--- config.mk ---
export PLATFORM = sky130hd
export DESIGN_NAME = condicionador_botoes_flat
export DESIGN_NICKNAME = d
export VERILOG_FILES = /design/src/rtl/condicionador_botoes_if.sv /design/src/rtl/condicionador_botoes.sv /design/src/flat_wrapper.sv
export SDC_FILE = /design/constraint.sdc
export NUM_CORES = 1
export LEC_CHECK = 0
export CAP_MARGIN = 10
export CORE_ASPECT_RATIO = 0.75
export CORE_MARGIN = 2
export CORE_UTILIZATION = 40
export DETAILED_ROUTE_END_ITERATION = 10
export PLACE_DENSITY_LB_ADDON = 0.3
export SYNTH_ARGS = -nofsm -noshare
export SYNTH_HDL_FRONTEND = slang
export SYNTH_SLANG_ARGS = --single-unit
--- constraint.sdc ---
create_clock -name clock -period 2.8 [get_ports clock]
set_input_delay 0.56 -clock clock [delete_from_list [all_inputs] [get_ports clock]]
set_output_delay 0.56 -clock clock [all_outputs]
set_load 0.05 [all_outputs]
--- src/rtl/condicionador_botoes_if.sv ---
// Button-conditioner bus: raw buttons and clear in, debounced move code, strobe and debug out.
// The slave side is the conditioner; the master side is whatever drives the buttons.
interface condicionador_botoes_if;
    logic [3:0] botoes;
    logic       limpa;
    logic [3:0] jogada;
    logic       tem_jogada;
    logic       multipla;
    logic [2:0] db_estado;
    logic [3:0] db_botoes_sync;

    modport slave (
        input  botoes,
        input  limpa,
        output jogada,
        output tem_jogada,
        output multipla,
        output db_estado,
        output db_botoes_sync
    );

    modport master (
        output botoes,
        output limpa,
        input  jogada,
        input  tem_jogada,
        input  multipla,
        input  db_estado,
        input  db_botoes_sync
    );
endinterface

--- src/rtl/condicionador_botoes.sv ---
// Synchronizes and debounces four push buttons, accepting only single-button presses and
// emitting one strobe per accepted press; multi-button presses raise a sticky flag instead.
module condicionador_botoes #(
    parameter int unsigned DEBOUNCE_CYCLES = 5
) (
    input  logic                   clock,
    input  logic                   reset,
    condicionador_botoes_if.slave  bus
);

    typedef enum logic [2:0] {
        StOcioso      = 3'b000,
        StFiltraPress = 3'b001,
        StRegistra    = 3'b010,
        StEsperaSolta = 3'b011,
        StFiltraSolta = 3'b100
    } state_e;

    localparam logic [7:0] CntLast = 8'(DEBOUNCE_CYCLES - 1);

    state_e     state_q, state_d;
    logic [3:0] sync1_q, sync2_q;
    logic [3:0] cand_q, cand_d;
    logic [7:0] cnt_q, cnt_d;
    logic [3:0] jogada_q, jogada_d;
    logic       multipla_q, multipla_d;
    logic       cand_onehot;
    logic       cnt_last;

    assign cand_onehot = (cand_q != 4'd0) && ((cand_q & (cand_q - 4'd1)) == 4'd0);
    assign cnt_last    = (cnt_q == CntLast);

    always_ff @(posedge clock) begin
        if (!reset) begin
            state_q    <= StOcioso;
            sync1_q    <= 4'd0;
            sync2_q    <= 4'd0;
            cand_q     <= 4'd0;
            cnt_q      <= 8'd0;
            jogada_q   <= 4'd0;
            multipla_q <= 1'b0;
        end else begin
            state_q    <= state_d;
            sync1_q    <= bus.botoes;
            sync2_q    <= sync1_q;
            cand_q     <= cand_d;
            cnt_q      <= cnt_d;
            jogada_q   <= jogada_d;
            multipla_q <= multipla_d;
        end
    end

    always_comb begin
        state_d    = state_q;
        cand_d     = cand_q;
        cnt_d      = cnt_q;
        // limpa is the default; a load or a set below overrides it in the same cycle
        jogada_d   = bus.limpa ? 4'd0 : jogada_q;
        multipla_d = bus.limpa ? 1'b0 : multipla_q;

        case (state_q)
            StOcioso: begin
                if (sync2_q != 4'd0) begin
                    state_d = StFiltraPress;
                    cand_d  = sync2_q;
                    cnt_d   = 8'd1;
                end
            end
            StFiltraPress: begin
                if (sync2_q == 4'd0) begin
                    state_d = StOcioso;
                end else if (sync2_q != cand_q) begin
                    cand_d = sync2_q;
                    cnt_d  = 8'd1;
                end else if (cnt_last) begin
                    if (cand_onehot) begin
                        state_d  = StRegistra;
                        jogada_d = cand_q;
                    end else begin
                        state_d    = StEsperaSolta;
                        multipla_d = 1'b1;
                    end
                end else begin
                    cnt_d = cnt_q + 8'd1;
                end
            end
            StRegistra: begin
                multipla_d = 1'b0;
                state_d    = StEsperaSolta;
            end
            StEsperaSolta: begin
                if (sync2_q == 4'd0) begin
                    state_d = StFiltraSolta;
                    cnt_d   = 8'd1;
                end
            end
            StFiltraSolta: begin
                if (sync2_q != 4'd0) begin
                    state_d = StEsperaSolta;
                end else if (cnt_last) begin
                    state_d = StOcioso;
                end else begin
                    cnt_d = cnt_q + 8'd1;
                end
            end
            default: state_d = StOcioso;
        endcase
    end

    assign bus.jogada         = jogada_q;
    assign bus.tem_jogada     = (state_q == StRegistra);
    assign bus.multipla       = multipla_q;
    assign bus.db_estado      = state_q;
    assign bus.db_botoes_sync = sync2_q;

endmodule

--- src/flat_wrapper.sv ---
// flat-port wrapper written by rule: the top's interface ports become plain ports
module condicionador_botoes_flat 
#(
    parameter int unsigned DEBOUNCE_CYCLES = 5
)
  (clock, reset, bus_botoes, bus_limpa, bus_jogada, bus_tem_jogada, bus_multipla, bus_db_estado, bus_db_botoes_sync);
  condicionador_botoes_if bus_i ();
  input  logic clock;
  input  logic reset;
  input wire logic [$bits(bus_i.botoes)-1:0] bus_botoes;
  input wire logic [$bits(bus_i.limpa)-1:0] bus_limpa;
  output wire logic [$bits(bus_i.jogada)-1:0] bus_jogada;
  output wire logic [$bits(bus_i.tem_jogada)-1:0] bus_tem_jogada;
  output wire logic [$bits(bus_i.multipla)-1:0] bus_multipla;
  output wire logic [$bits(bus_i.db_estado)-1:0] bus_db_estado;
  output wire logic [$bits(bus_i.db_botoes_sync)-1:0] bus_db_botoes_sync;
  assign bus_i.botoes = bus_botoes;
  assign bus_i.limpa = bus_limpa;
  assign bus_jogada = bus_i.jogada;
  assign bus_tem_jogada = bus_i.tem_jogada;
  assign bus_multipla = bus_i.multipla;
  assign bus_db_estado = bus_i.db_estado;
  assign bus_db_botoes_sync = bus_i.db_botoes_sync;
  condicionador_botoes #(.DEBOUNCE_CYCLES(DEBOUNCE_CYCLES)) u_core (.clock(clock), .reset(reset), .bus(bus_i));
endmodule
==> impl_metrics.py, run 1 <==
metrics = {
    "outcome": {
        "status": "complete, no violations",
    },
    "pwr": {
        "power_density_nw_per_um2": 507,
        "leakage_uw": 0.000689,
        "ir_worst_vdd_mv": 0.228,
    },
    "setup_path": {
        "r2r_end": "u_core.cnt_q[0]",
        "criticalPathCategory": "reg2out",
        "startpoint": "u_core.bus.db_estado[2]",
        "critical_path.max_fanout": 10,
        "setup.worst_path.end": "bus_tem_jogada",
        "worstPathArrival_ps": 2090,
        "required_ps": 2240,
        "start_kind": "flop",
        "r2r_start": "u_core.bus.db_botoes_sync[3]",
        "end_kind": "output pin",
        "reg2regPathDepth": 5,
        "rrSetupSlack_ps": 730,
    },
    "finish": {
        "layout_commonest_cell": "dfxtp_1",
        "fin_util_pct": 51.5,
        "instances_no_fill": 220,
        "area_growth_pct": 20.6,
        "diodes": 0,
        "multi_input_area_um2": 812,
        "seq_area_um2": 561,
        "finalNetCount": 190,
        "final_cell_mix": "dfxtp_1 (28), clkdlybuf4s50_1 (19), nand2_1 (13)",
        "fillCellCount": 311,
        "drive_gt1_share_pct": 6.67,
    },
    "sta": {
        "post-route-min-period_ps": 2650,
        "max_slew_margin_pct": 53.8,
        "fin_crit_sh_pct": 94.6,
        "setup-tns-final_ps": 0,
        "drv_slew": 0,
        "finalHoldViolations": 0,
        "finalSetupViolCount": 0,
        "fmax_mhz": 377,
        "clock-skew-final_ps": 1.27,
        "rsz0062_at_grt": "false",
        "worst_slew_pin_slew_ps": 687,
    },
    "placement": {
        "dp_cells": 216,
        "numPortBuffers": 19,
        "dp_hpwl_mm": 2.33,
        "routabilityCongestion": 0.980,
    },
    "clock_network": {
        "insertion_delay_ps": 280,
        "cts_setup_buffers": 0,
        "cts_hold_buf": 0,
        "cts_buffers": 3,
        "cts_max_path_buffers": 2,
        "clk_pin_slew_ps": 100,
        "htree_levels": 1,
        "ctsResizeCount": 0,
        "root_buffer": "clkbuf_8",
        "cts_tree": "yes",
        "cts.sinks": 28,
    },
    "min_path": {
        "hold_path.class": "reg2reg",
    },
    "floorplanning": {
        "dieArea_um2": 4080,
        "fp-row-count": 18,
        "chipHeight_um": 55.9,
        "die_w_um": 73.1,
        "core-area_um2": 3360,
        "design.portCount": 20,
        "initial_core_util_pct": 42.7,
    },
    "global_route": {
        "grt_start_max_net_pins": 28,
        "track_usage_pct": 16.0,
        "grt_pass1_vias": 1110,
        "antenna_found_initial": 0,
        "grt.overflow.total": 0,
        "grt_pass1_wl_mm": 5.22,
    },
    "route": {
        "num_vias": 1245,
        "wl_mm": 3.13,
        "wl_per_cell_um": 14.2,
        "drtAntennaViolNets": 0,
        "avgViaCountPerCell": 5.66,
        "drt_iter0_drc": 140,
        "dr.pass1.iters": 4,
        "drc": 0,
    },
    "synth": {
        "syn_inst": 162,
        "syn_avg_cell_area_um2": 8.85,
        "yosys_warnings": 0,
        "synth_nets": 171,
        "synth-edff-count": 0,
        "synthFlopType": "dfxtp_1",
        "ys_seq_elements": 28,
        "synth_cell_types": 41,
        "yosysSeqAreaShare_pct": 39.1,
        "synthArstFlopShare_pct": 0,
        "synth_area_um2": 1430,
    },
    "flow_run": {
        "drv_cap": 0,
    },
}
[cells in the mapped netlist, types with 2 or more instances]
master	number	share of area, %
and2_1	11	4.8
a31oi_1	2	0.87
dfxtp_1	28	39
buf_2	3	1.0
nand4_1	4	1.7
a21o_1	3	1.6
nor3_1	3	1.0
nor4_1	2	0.87
inv_1	8	2.1
nand2b_1	3	1.3
xnor2_1	4	2.4
nand2_1	13	3.4
nor2_1	8	2.1
o21a_1	3	1.6
o21ai_0	8	2.8
nand3_1	5	1.7
and3_1	4	1.7
mux2i_1	9	6.3
nor3b_2	2	1.7
o22ai_1	5	2.2
a21oi_1	6	2.1
ha_1	2	1.7
o31ai_1	2	1.0
nand3b_1	5	2.6
clkbuf_1	3	0.79
[where the power goes]
| part | total (uW) | switching, uW | internal, uW |
|---|---|---|---|
| Clock | 327 | 135 | 192 |
| Sequential | 425 | 14.9 | 410 |
| Combinational | 125 | 72.9 | 52.3 |
[cells by family (layout without fill, tap and decap cells)]
family          after synthesis  in the layout  share of synthesized area (%)
simple gates                 67             67                           29.0
buf+inv                      15             33                           4.28
compound gates               36             36                           16.6
mux                           9              9                           6.28
fa+ha+maj                     2              2                           1.74
flops                        28             28                           39.1
xor+xnor                      5              5                           3.05
[flip-flops by register name, summed over array words and instances (netlist names)]
signal and flops:
u_core.cnt_q 8, u_core.bus.db_botoes_sync 4, u_core.bus.jogada 4, u_core.cand_q 4, u_core.sync1_q 4, u_core.bus.db_estado 3, u_core.bus.multipla 1
[critical path, cell delays in order (launching register included)]
cell	delay [ps]
dfxtp_1	410
nor2b_1	340
and2_1	240
clkdlybuf4s50_1	820
[worst min path at each step]
| stage | startpoint | cells after the start | endpoint |
|---|---|---|---|
| 2_1_floorplan | u_core.sync1_q[0] | 1 | u_core.bus.db_botoes_sync[0] |
| 3_3_place_gp | u_core.sync1_q[3] | 1 | u_core.bus.db_botoes_sync[3] |
| 3_5_place_dp | u_core.sync1_q[2] | 1 | u_core.bus.db_botoes_sync[2] |
| 4_1_cts | u_core.sync1_q[2] | 1 | u_core.bus.db_botoes_sync[2] |
| 5_1_grt | u_core.sync1_q[3] | 1 | u_core.bus.db_botoes_sync[3] |
| 6_report | u_core.sync1_q[2] | 1 | u_core.bus.db_botoes_sync[2] |
[layout make-up]
cell class,count,area share [%]
timing repair buffer,21,11.9
inverter,8,1.74
sequential,28,32.4
clock inverter,1,1.74
tap,40,2.89
multi-input combinational,119,47.0
clock buffer,3,2.39
[per-stage QoR]
stage | area [um2] | worst slack (ps) | hold WS [ps] | power (uW)
2_1_floorplan | 1430 | 514 | 412 | 523
3_3_place_gp | 1660 | 578 | 415 | 555
3_5_place_dp | 1660 | 493 | 418 | 559
4_1_cts | 1730 | 176 | 445 | 881
5_1_grt | 1730 | 34.9 | 478 | 908
6_report | 1730 | 151 | 443 | 877
[metal layers]
layer / part of all wire (%) / vias up / track usage, % / routed length, um
met3: 5.9 / 2 / 4.35 / 185
li1: - / 617 / - / -
met4: 0.42 / 0 / 2.65 / 13
met1: 50 / 587 / 23.8 / 1570
met2: 43 / 39 / 23.2 / 1360
met5: 0 / - / 0 / 0
Note: power is estimated with default switching activity, not from simulation.
==> run 2, diff against run 1 <==
GPL_TIMING_DRIVEN = 0   (was not set)
==> impl_metrics.py, run 2 (same netlist as run 1, synthesis figures left out) <==
metrics = {
    "floorplanning": {
        "die_w_um": 73.1,
        "dieArea_um2": 4080,
        "design.portCount": 20,
        "chipHeight_um": 55.9,
        "initial_core_util_pct": 42.7,
        "fp-row-count": 18,
        "core-area_um2": 3360,
    },
    "sta": {
        "finalHoldViolations": 0,
        "setup_ws_ps": 327,
        "max_slew_margin_pct": 60.3,
        "fmax_mhz": 404,
        "worst_slew_pin_slew_ps": 591,
        "finalSetupViolCount": 0,
        "post-route-min-period_ps": 2470,
        "drv_slew": 0,
        "clock-skew-final_ps": 6.41,
        "setup-tns-final_ps": 0,
        "rsz0062_at_grt": "false",
        "whs_ps": 441,
        "fin_crit_sh_pct": 88.3,
    },
    "route": {
        "num_vias": 1237,
        "wl_mm": 3.15,
        "avgViaCountPerCell": 5.52,
        "drc": 0,
        "drt_iter0_drc": 132,
        "routed.top_layer": "met4",
        "wl_met2_mm": 1.42,
        "wl_per_cell_um": 14.1,
        "drtAntennaViolNets": 0,
        "dr.pass1.iters": 4,
        "wl_met3_um": 111,
        "met1_length_mm": 1.60,
    },
    "setup_path": {
        "rrSetupSlack_ps": 840,
        "end_kind": "output pin",
        "setup.worst_path.end": "bus_tem_jogada",
        "max_stage_delay_ps": 420,
        "reg2regPathDepth": 5,
        "slowest_stage": "nor2b_1",
        "worstPathArrival_ps": 1910,
        "critical_path.max_fanout": 10,
        "criticalPathCategory": "reg2out",
        "start_kind": "flop",
        "r2r_end": "u_core.cnt_q[0]",
        "startpoint": "u_core.bus.db_estado[1]",
        "crit_path_cell_trace": "clkbuf_1 -> nor2b_1 -> and2_1 -> clkbuf_2",
        "required_ps": 2240,
        "r2r_start": "u_core.bus.db_botoes_sync[3]",
    },
    "pwr": {
        "leakage_uw": 0.000697,
        "power_density_nw_per_um2": 505,
        "p_total_uw": 874,
        "ir_worst_vdd_mv": 0.339,
    },
    "clock_network": {
        "cts_max_path_buffers": 2,
        "cts_hold_buf": 0,
        "cts.sinks": 28,
        "root_buffer": "clkbuf_8",
        "cts_buffers": 3,
        "insertion_delay_ps": 280,
        "cts_tree": "yes",
        "htree_levels": 1,
        "clk_pin_slew_ps": 100,
    },
    "finish": {
        "area_growth_pct": 20.7,
        "layout_commonest_cell": "dfxtp_1",
        "final_cell_mix": "dfxtp_1 (28), clkdlybuf4s50_1 (17), nand2_1 (13)",
        "drive_gt1_share_pct": 8.15,
        "fillCellCount": 319,
        "finalNetCount": 194,
        "largest_register_ffs": 8,
        "fin_util_pct": 51.6,
        "multi_input_area_um2": 812,
        "top_register": "u_core.cnt_q",
        "seq_area_um2": 561,
        "diodes": 0,
    },
    "global_route": {
        "track_usage_pct": 16.7,
        "grt_pass1_vias": 1147,
        "grt_pass1_wl_mm": 5.40,
        "grt.overflow.total": 0,
        "grt_start_max_net_pins": 17,
        "antenna_found_initial": 0,
    },
    "placement": {
        "pre_cts_ws_ps": 166,
        "dp_hpwl_mm": 2.40,
        "numPortBuffers": 18,
        "routabilityCongestion": 0.900,
    },
    "outcome": {
        "status": "complete, no violations",
    },
    "min_path": {
        "hold_path.class": "reg2reg",
    },
    "flow_run": {
        "drv_cap": 0,
    },
}
## run 2: cell types whose count changed in the layout (fill, tap and decap cells not counted), sizes merged
cell           change
clkdlybuf4s50      -2
buf                +1
clkbuf             +5
## run 2: worst max-delay path: cells and delay by family, from the launching register on
family	cells	cell delay (ps)
flops	1	370
buf+inv	2	620
simple gates	2	640
## run 2: where the power goes
part,internal (uW),switching (uW),leakage [uW],total [uW]
logic,53.5,78.9,0.000433,132
clock network,191,129,0.0000357,320
registers,410,11.1,0.000228,421
## run 2: repair_timing
item                       CTS  global route
buffers inserted             0             0
setup endpoints to repair    1             1
gates resized for setup      1             2
## run 2: per-stage QoR
| step | instance area, um2 | instances |
|---|---|---|
| after floorplan | 1430 | 162 |
| after global placement | 1660 | 220 |
| after detailed placement | 1660 | 220 |
| after CTS | 1730 | 224 |
| after global routing | 1730 | 224 |
| final | 1730 | 224 |
## run 2: how the worst min path moves through the flow
stage	startpoint	end	slack (ps)	cells after the start
6_report	u_core.sync1_q[0]	u_core.bus.db_botoes_sync[0]	440	1
4_1_cts	u_core.sync1_q[0]	u_core.bus.db_botoes_sync[0]	440	1
5_1_grt	u_core.sync1_q[0]	u_core.bus.db_botoes_sync[0]	470	1
3_3_place_gp	u_core.sync1_q[0]	u_core.bus.db_botoes_sync[0]	420	1
3_5_place_dp	u_core.sync1_q[2]	u_core.bus.db_botoes_sync[2]	420	1
2_1_floorplan	u_core.sync1_q[0]	u_core.bus.db_botoes_sync[0]	410	1
## run 2: cell type report
cell class / instances / area share (%)
multi-input cells: 119 / 46.9
flip-flops and latches: 28 / 32.4
repair buffers: 18 / 10.1
well taps: 40 / 2.89
clock buffers: 3 / 2.39
plain buffers: 7 / 1.81
clock inverters: 1 / 1.74
inverters: 8 / 1.74
## run 2: layer usage
| layer | vias up | track usage [%] |
|---|---|---|
| li1 | 629 | - |
| met5 | - | 0 |
| met1 | 585 | 24.2 |
| met4 | 0 | 3.70 |
| met3 | 2 | 4.17 |
| met2 | 21 | 24.8 |
